--- config.mk ---
export PLATFORM = sky130hd
export DESIGN_NAME = pulse_seq_gen
export DESIGN_NICKNAME = d
export VERILOG_FILES = /design/src/rtl/pulse_seq_gen.sv
export SDC_FILE = /design/constraint.sdc
export NUM_CORES = 1
export LEC_CHECK = 0
export BUFFER_PORTS_ARGS = -buffer_cell sky130_fd_sc_hd__buf_2
export CORE_MARGIN = 1
export CORE_UTILIZATION = 40
export CTS_CLUSTER_DIAMETER = 200
export CTS_CLUSTER_SIZE = 30
export DETAILED_ROUTE_END_ITERATION = 8
export PLACE_DENSITY = 0.6
export RECOVER_POWER = 25
export SLEW_MARGIN = 20
export SYNTH_ARGS = -nofsm -noshare
export SYNTH_HDL_FRONTEND = slang
export SYNTH_SLANG_ARGS = --single-unit
--- constraint.sdc ---
create_clock -name CLK -period 5.8 [get_ports CLK]
set_input_delay 0.58 -clock CLK [delete_from_list [all_inputs] [get_ports CLK]]
set_output_delay 0.58 -clock CLK [all_outputs]
set_load 0.05 [all_outputs]
--- src/rtl/pulse_seq_gen.sv ---
// pulse_seq_gen: command-driven Iz/Pr pulse timing sequencer; `define PULSE_IDX_EN adds the PULSE_IDX output
module pulse_seq_gen #(
    parameter int TW = 64,
    parameter int IW = 32
) (
    input  logic          CLK,
    input  logic          rst_n,
    input  logic [TW-1:0] TIME,
    input  logic          DATA_WR,
    input  logic [TW-1:0] TIME_START,
    input  logic [15:0]   N_impulse,
    input  logic [1:0]    TYPE_impulse,
    input  logic [IW-1:0] Interval_Ti,
    input  logic [IW-1:0] Interval_Tp,
    input  logic [IW-1:0] Tblank1,
    input  logic [IW-1:0] Tblank2,
    input  logic          ABORT,
    output logic          En_Iz,
    output logic          En_Pr,
    output logic          DDS_START,
    output logic          BUSY,
    output logic          REQ_COMM,
    output logic          LATE,
    output logic          CMD_REJ
`ifdef PULSE_IDX_EN
    ,
    output logic [15:0]   PULSE_IDX
`endif
);

    // ADV is the one-cycle impulse used when every phase length is zero; as a
    // look-ahead target it also means "no further phase in this impulse"
    typedef enum logic [2:0] {IDLE, ARMED, IZ, BL1, PR, BL2, ADV} state_t;

    state_t        state, nxt, r0, r1, r2, r3, afterPhase;
    logic [TW-1:0] tStart;
    logic [15:0]   nImp, idx, nxtIdx;
    logic [1:0]    typ;
    logic [IW-1:0] ti, tp, tb1, tb2, cnt, nxtCnt;
    logic          load, dds, req, beginImp, endImp;

    assign load = state == IDLE && DATA_WR;

    // first non-empty phase from each point of the Iz/Bl1/Pr/Bl2 order
    assign r3 = tb2 != '0 ? BL2 : ADV;
    assign r2 = tp  != '0 ? PR  : r3;
    assign r1 = tb1 != '0 ? BL1 : r2;
    assign r0 = ti  != '0 ? IZ  : r1;
    assign afterPhase = state == IZ ? r1 : state == BL1 ? r2 : state == PR ? r3 : ADV;

    function automatic logic [IW-1:0] phaseLen(input state_t s);
        return s == IZ ? ti : s == BL1 ? tb1 : s == PR ? tp : s == BL2 ? tb2 : '0;
    endfunction

    // next-state look-ahead so that consecutive phases follow without gap cycles
    always_comb begin
        nxt      = state;
        nxtCnt   = cnt;
        nxtIdx   = idx;
        dds      = 1'b0;
        req      = 1'b0;
        beginImp = 1'b0;
        endImp   = 1'b0;
        if (state != IDLE && ABORT)
            nxt = IDLE;
        else if (state == IDLE) begin
            if (DATA_WR) begin
                nxtIdx = '0;
                req    = N_impulse == '0;
                nxt    = N_impulse == '0 ? IDLE : ARMED;
            end
        end else if (state == ARMED)
            beginImp = TIME >= tStart;
        else if (state == ADV)
            endImp = 1'b1;
        else if (cnt == IW'(1)) begin
            endImp = afterPhase == ADV;
            nxt    = afterPhase == ADV ? state : afterPhase;
            nxtCnt = phaseLen(afterPhase);
        end else
            nxtCnt = cnt - IW'(1);
        if (endImp) begin
            req      = idx + 16'd1 == nImp;
            nxt      = req ? IDLE : nxt;
            nxtIdx   = req ? idx : idx + 16'd1;
            beginImp = !req;
        end
        if (beginImp) begin
            nxt    = r0;
            nxtCnt = phaseLen(r0);
            dds    = typ != 2'd0 || nxtIdx == '0;
        end
    end

    // state, shadow command registers and registered outputs
    always_ff @(posedge CLK or negedge rst_n) begin
        if (!rst_n) begin
            state     <= IDLE;
            cnt       <= '0;
            idx       <= '0;
            tStart    <= '0;
            nImp      <= '0;
            typ       <= '0;
            ti        <= '0;
            tp        <= '0;
            tb1       <= '0;
            tb2       <= '0;
            En_Iz     <= 1'b0;
            En_Pr     <= 1'b0;
            DDS_START <= 1'b0;
            BUSY      <= 1'b0;
            REQ_COMM  <= 1'b0;
            LATE      <= 1'b0;
            CMD_REJ   <= 1'b0;
        end else begin
            state     <= nxt;
            cnt       <= nxtCnt;
            idx       <= nxtIdx;
            En_Iz     <= nxt == IZ;
            En_Pr     <= nxt == PR;
            DDS_START <= dds;
            BUSY      <= nxt != IDLE;
            REQ_COMM  <= req;
            LATE      <= load && TIME > TIME_START;
            CMD_REJ   <= DATA_WR && state != IDLE;
            if (load) begin
                tStart <= TIME_START;
                nImp   <= N_impulse;
                typ    <= TYPE_impulse;
                ti     <= Interval_Ti;
                tp     <= Interval_Tp;
                tb1    <= Tblank1;
                tb2    <= Tblank2;
            end
        end
    end

`ifdef PULSE_IDX_EN
    assign PULSE_IDX = idx;
`endif

endmodule

# Word-level counts from Yosys, hierarchy flattened
# Cells that the tools add are included.
# word_totals
ff_bits	268
input_bits	278
output_inout_bits	7
wordCells	111
# op_classes
add_sub_neg	2
n_lt_le_gt_ge	2
eq_ne	22
mux	51
n_reduce_logical	17
# ops
operator	n
$mux W32	14
$reduce_bool A32 Y1	4
$mux W16	5
$ge A64 B64 Y1	1
$gt A64 B64 Y1	1
$mux W3	13
$eq A32 B1 Y1 const B	1
$logic_not A16 Y1	2
$sub A32 B1 Y32 const B	1
$eq A3 B3 Y1 const B	8
$eq A3 B2 Y1 const B	7
$add A16 B1 Y16 const B	1
$eq A16 B16 Y1	1
$mux W1	15
$mux W2	4
$ne A2 B2 Y1 const B	4
$reduce_bool A3 Y1	2
$logic_and A1 B1 Y1	4
$reduce_and A4 Y1	1
$eq A3 B1 Y1 const B	1
$logic_not A3 Y1	1
$reduce_bool A2 Y1	1
$logic_not A1 Y1	1
$logic_or A1 B1 Y1	1

# Logic depth before layout (Yosys ltp)
# logic_depth
depth_word	16
mapped_depth	14
mapped_depth_nobuf	12

# Worst setup path after synthesis
# No wires, ideal clock.
# synth_timing
path_type	reg2reg
startpoint	reg cnt[19]
endpoint	reg DDS_START
setup_time_ps	92
arrival_ps	3861
required_time_ps	5708
setup_slack_ps	1847
path_stages_with_launch	13
path_buffers	2
synth_period_minus_slack_ps	3953
path_cell_list	dfrtp_1 or4_4 or4b_4 or4_1 buf_2 a2111oi_4 a22o_4 o21a_1 clkbuf_1 nand2_1 mux2i_1 or4_1 o31ai_2
# synth_via
elab_chain_len	10
elab_cells_between_ends	11
classes_between	eq/ne: 1; mux: 8; reduce/logical: 2
# synth_lines
element	line	source
from (decl)	39	logic [IW-1:0] ti, tp, tb1, tb2, cnt, nxtCnt;
from (signal assigned)	117	cnt <= nxtCnt;
$eq A32 B1 Y1	76	else if (cnt == IW'(1)) begin
$mux W1	76	
$mux W1	74	else if (state == ADV)
$mux W1	72	end else if (state == ARMED)
$mux W1	66	else if (state == IDLE) begin
$mux W1	64	if (state != IDLE && ABORT)
$mux W16	82	if (endImp) begin
net nxtIdx[8]	37	logic [15:0] nImp, idx, nxtIdx;
$logic_not A16 Y1	91	dds = typ != 2'd0 || nxtIdx == '0;
$logic_or A1 B1 Y1	91	
$mux W1	88	if (beginImp) begin
net dds	40	logic load, dds, req, beginImp, endImp;
to (signal assigned)	121	DDS_START <= dds;
to (decl)	20	output logic DDS_START,
# The timed path passes the listed nets, and every way through them passes these cells.
# A chain may end at the register's enable or synchronous reset.

# Worst setup path after layout
# layout_timing
startpoint	reg idx[0]
endpoint	reg DDS_START
# layout_via
elab_chain_len	7
elab_cells_between_ends	12
classes_between	add/sub: 1; eq/ne: 1; mux: 7; reduce/logical: 3
# layout_lines
element	line	source
from (decl)	37	
from (signal assigned)	118	idx <= nxtIdx;
$add A16 B1 Y16 / $mux W16 (equally long branches)	83, 85, 67	
$eq A16 B16 Y1 / $mux W16 (equally long branches)	83, 66	
$mux W16, on equally long branches	85, 64	
$mux W16	82	
$logic_not A16 Y1	91	
$logic_or A1 B1 Y1	91	
$mux W1 *	88	
net dds	40	
# The timed path passes the listed nets; every way through them passes the cells marked *.

==> impl_metrics.toml <==
[outcome]
outcome = "finished with violations"
violations = "hold timing"

[power_and_ir_drop]
switchingPower_uw = 3390
netSwitchingFraction_pct = 43.9
clkPwrFrac_pct = 13.6
cellPowerDensity_nw_per_um2 = 402
intPower_uw = 4330
leakagePower_uw = 0.00976
proportion_of_power_drawn_by_combinational_gates_pct = 40.6
seq_power_share_pct = 45.9
worst_ir_drop_vdd_mv = 0.218

[route]
post_drt_via_cell_ratio = 5.53
route.antenna.remaining_nets = 0
drc = 0
dr_total_vias = 15600
routed_wl_um = 54200
detailedRoute.firstPassIterationCount = 5
first_iter_violations = 1295
drt-wirelength-per-cell_um = 19.2

[timing]
unrepaired_setup_endpoints_after_global_routing = "false"
finalHoldViolCount = 5
final_tns_setup_ps = 0
max_clock_freq_mhz = 229
max_slew_margin_pct = 24.6
final_period_minus_worst_setup_slack_ps = 4380
worst-slew-pin-transition_ps = 1120
final_min_period_over_clock_period_pct = 75.4
clock_skew_ps = 33.6
final.hold.worst_slack_ps = -22.8
setup_viol = 0
timing_max_transition_violations_final = 0

[clocking]
cts_made_buffers = 12
postCtsSetupRepairBufs = 0
clock_insertion_delay_worst_skew_ps = 530
clk_path_buf_depth = 3
cts_root_buf = "sky130_fd_sc_hd__clkbuf_16"
cts_hold_buf = 0
cts_sinks = 268
cts.htree.levels = 1
cts-resized-gates = 0
clk_transition_reported_paths_ps = 130
cts_tree = "yes"

[final_layout]
final_util_pct = 46.5
mostFrequentLayoutCell = "sky130_fd_sc_hd__nand2_1"
leading_cell_types_in_the_layout_fill_and_taps_excluded = "544 x sky130_fd_sc_hd__nand2_1, 283 x sky130_fd_sc_hd__buf_2, 268 x sky130_fd_sc_hd__dfrtp_1, 148 x sky130_fd_sc_hd__a21oi_1, 139 x sky130_fd_sc_hd__inv_1"
stdcell_count = 2829
final_layout_size_suffix_gt1_share_pct = 14.9
number_of_fillers_in_the_final_layout = 4162
layout.nets = 2687
areaGrowthSynthToFinish_pct = 13.4

[grt]
global_route.overflow_total = 0
antenna_violations_before_repair = 26
overall_global_routing_resource_usage_pct = 25.0
grt_start_max_net_pins = 229
first_global_vias = 15400
grt_pass1_wl_um = 85700

[logic_synthesis]
synth_area_leaders = "sky130_fd_sc_hd__dfrtp_1 40%, sky130_fd_sc_hd__nand2_1 12%, sky130_fd_sc_hd__ha_1 9.7%"
postSynthNetCount = 2475
synth_largest_type_area_fraction_pct = 39.6
number_of_flops_mapped_to_enable_cells_by_yosys = 0
synth.lib_cells_used.distinct = 71
post_synth_inst_count = 2066
synth.ff_latch_count = 268
synth.yosys.warnings = 0
async_reset_ff_share_pct = 100
synth.avg_cell_area_um2 = 8.19
synth.yosys.seq_area_share_pct = 39.6
ys_dominant_reg_cell = "sky130_fd_sc_hd__dfrtp_1"
synth_top_area_cell = "sky130_fd_sc_hd__dfrtp_1"
post_synth_instance_area_um2 = 16900

[die]
ioPinCount = 285
area_enclosed_by_the_die_boundary_um2 = 43100
die_w_um = 208
floorplan.initialDensity_pct = 41.0
placementRows = 74
core_um2 = 41300
dieHeight_um = 208

[setup_path]
crit_fanout = 22
crit_required_ps = 6250
timing.rr.start = "idx[0]$_DFF_PN0_"
worst_path_most_repeated_cell = "sky130_fd_sc_hd__or4_1"
critical_path.startpoint_type = "register"
worst_path_largest_cell_delay_ps = 760
arrival_ps = 4820
worst_setup_path_end_kind = "register"
worstPathCellList = "ha_1 > and4_1 > nand4_1 > xnor2_1 > or3_1 > or4_1 > o21ai_2 > mux2i_1 > o311ai_0 > or4_1 > o31ai_2"
worst-setup-path-type = "reg2reg"
slowest_stage = "sky130_fd_sc_hd__o21ai_2"
worst_setup_path_startpoint = "idx[0]$_DFF_PN0_"

[worst_hold_path]
hp-class = "in2async"

[run]
drv_cap = 0

[placed_design]
placement.io_buffers = 284
place.gp.congestion = 0.943
dpl.cell_count = 2796
dp.final_hpwl_um = 41500
[Yosys cell counts, types with 42 or more instances]
cell type / number
sky130_fd_sc_hd__nand4_1: 42
sky130_fd_sc_hd__nor2_1: 98
sky130_fd_sc_hd__o21ai_0: 107
sky130_fd_sc_hd__nand2_1: 545
sky130_fd_sc_hd__a21oi_1: 148
sky130_fd_sc_hd__ha_1: 131
sky130_fd_sc_hd__inv_1: 139
sky130_fd_sc_hd__mux2i_1: 65
sky130_fd_sc_hd__dfrtp_1: 268
sky130_fd_sc_hd__clkbuf_1: 90
sky130_fd_sc_hd__nor4_1: 47
sky130_fd_sc_hd__o21bai_1: 43
sky130_fd_sc_hd__a21o_1: 43
[power groups by stage]
stage                     registers, µW  logic (µW)  clock network (µW)
final                              3540        3130                1050
after global routing               3640        3560                1130
after CTS                          3520        3120                1080
after detailed placement           3560        3090                   0
after global placement             3530        3050                   0
after floorplan                    3250        2240                   0
[cells by family after synthesis]
family	synth area share, %
simple gates	22.2
fa+ha+maj	9.69
flops	39.6
buf+inv	5.43
xor+xnor	1.48
compound gates	17.8
mux	3.84
[flip-flops by register name (all words and copies together) (netlist names)]
name and flops:
En_Pr 1, idx 16, DDS_START 1, nImp 16, CMD_REJ 1, tb2 32
state 3, typ 2, tp 32, BUSY 1, LATE 1, cnt 32
tStart 64, tb1 32, En_Iz 1, REQ_COMM 1, ti 32
[critical path, delay by kind of cell (launching register included)]
| kind | cells | cell delay, ps |
|---|---|---|
| AO/OA/AOI/OAI | 3 | 1080 |
| multiplexers | 1 | 280 |
| AND/OR/NAND/NOR | 5 | 2020 |
| XOR/XNOR | 1 | 160 |
| flip-flops | 1 | 490 |
| adder cells (fa/ha/maj) | 1 | 270 |
[per-layer routing]
metal	GRT usage, %	wire [µm]	vias up
met5	0	84	-
met4	6.90	1220	14
met3	4.86	4080	72
met2	39.9	24500	509
met1	34.5	24300	7475
li1	-	-	7564
[worst paths after layout]
| kind | endpoint | slack (ps) | depth (start not counted) |
|---|---|---|---|
| worst max-delay path | DDS_START$_DFF_PN0_ | 1420 | 11 |
| worst min-delay path | tStart[18]$_DFFE_PN0P_ | -20 | 1 |
| worst max register to register | DDS_START$_DFF_PN0_ | 1420 | 11 |
| worst min register to register | tStart[0]$_DFFE_PN0P_ | 520 | 2 |
| max in group asynchronous | cnt[3]$_DFFE_PN0P_ | 4290 | 2 |
| min in group CLK | ti[25]$_DFFE_PN0P_ | 240 | 3 |
[stage by stage]
step | total power, µW | worst slack (ps) | cell area (µm²)
4_1_cts | 7720 | 1490 | 19100
5_1_grt | 8330 | 1100 | 19200
3_5_place_dp | 6650 | 1510 | 18800
3_3_place_gp | 6580 | 1660 | 18800
2_1_floorplan | 5490 | 1850 | 16900
6_report | 7720 | 1420 | 19200
[final cells by class]
type / instances / area (µm²) / share of cell area [%]
antenna: 19 / 47.5 / 0.248
timing repair buffer: 301 / 1580 / 8.23
sequential: 268 / 6710 / 34.9
clock buffer: 14 / 339 / 1.77
inverter: 139 / 522 / 2.72
multi-input combinational: 1556 / 9340 / 48.6
tap: 532 / 666 / 3.47
Power figures use the tool's default switching activity.
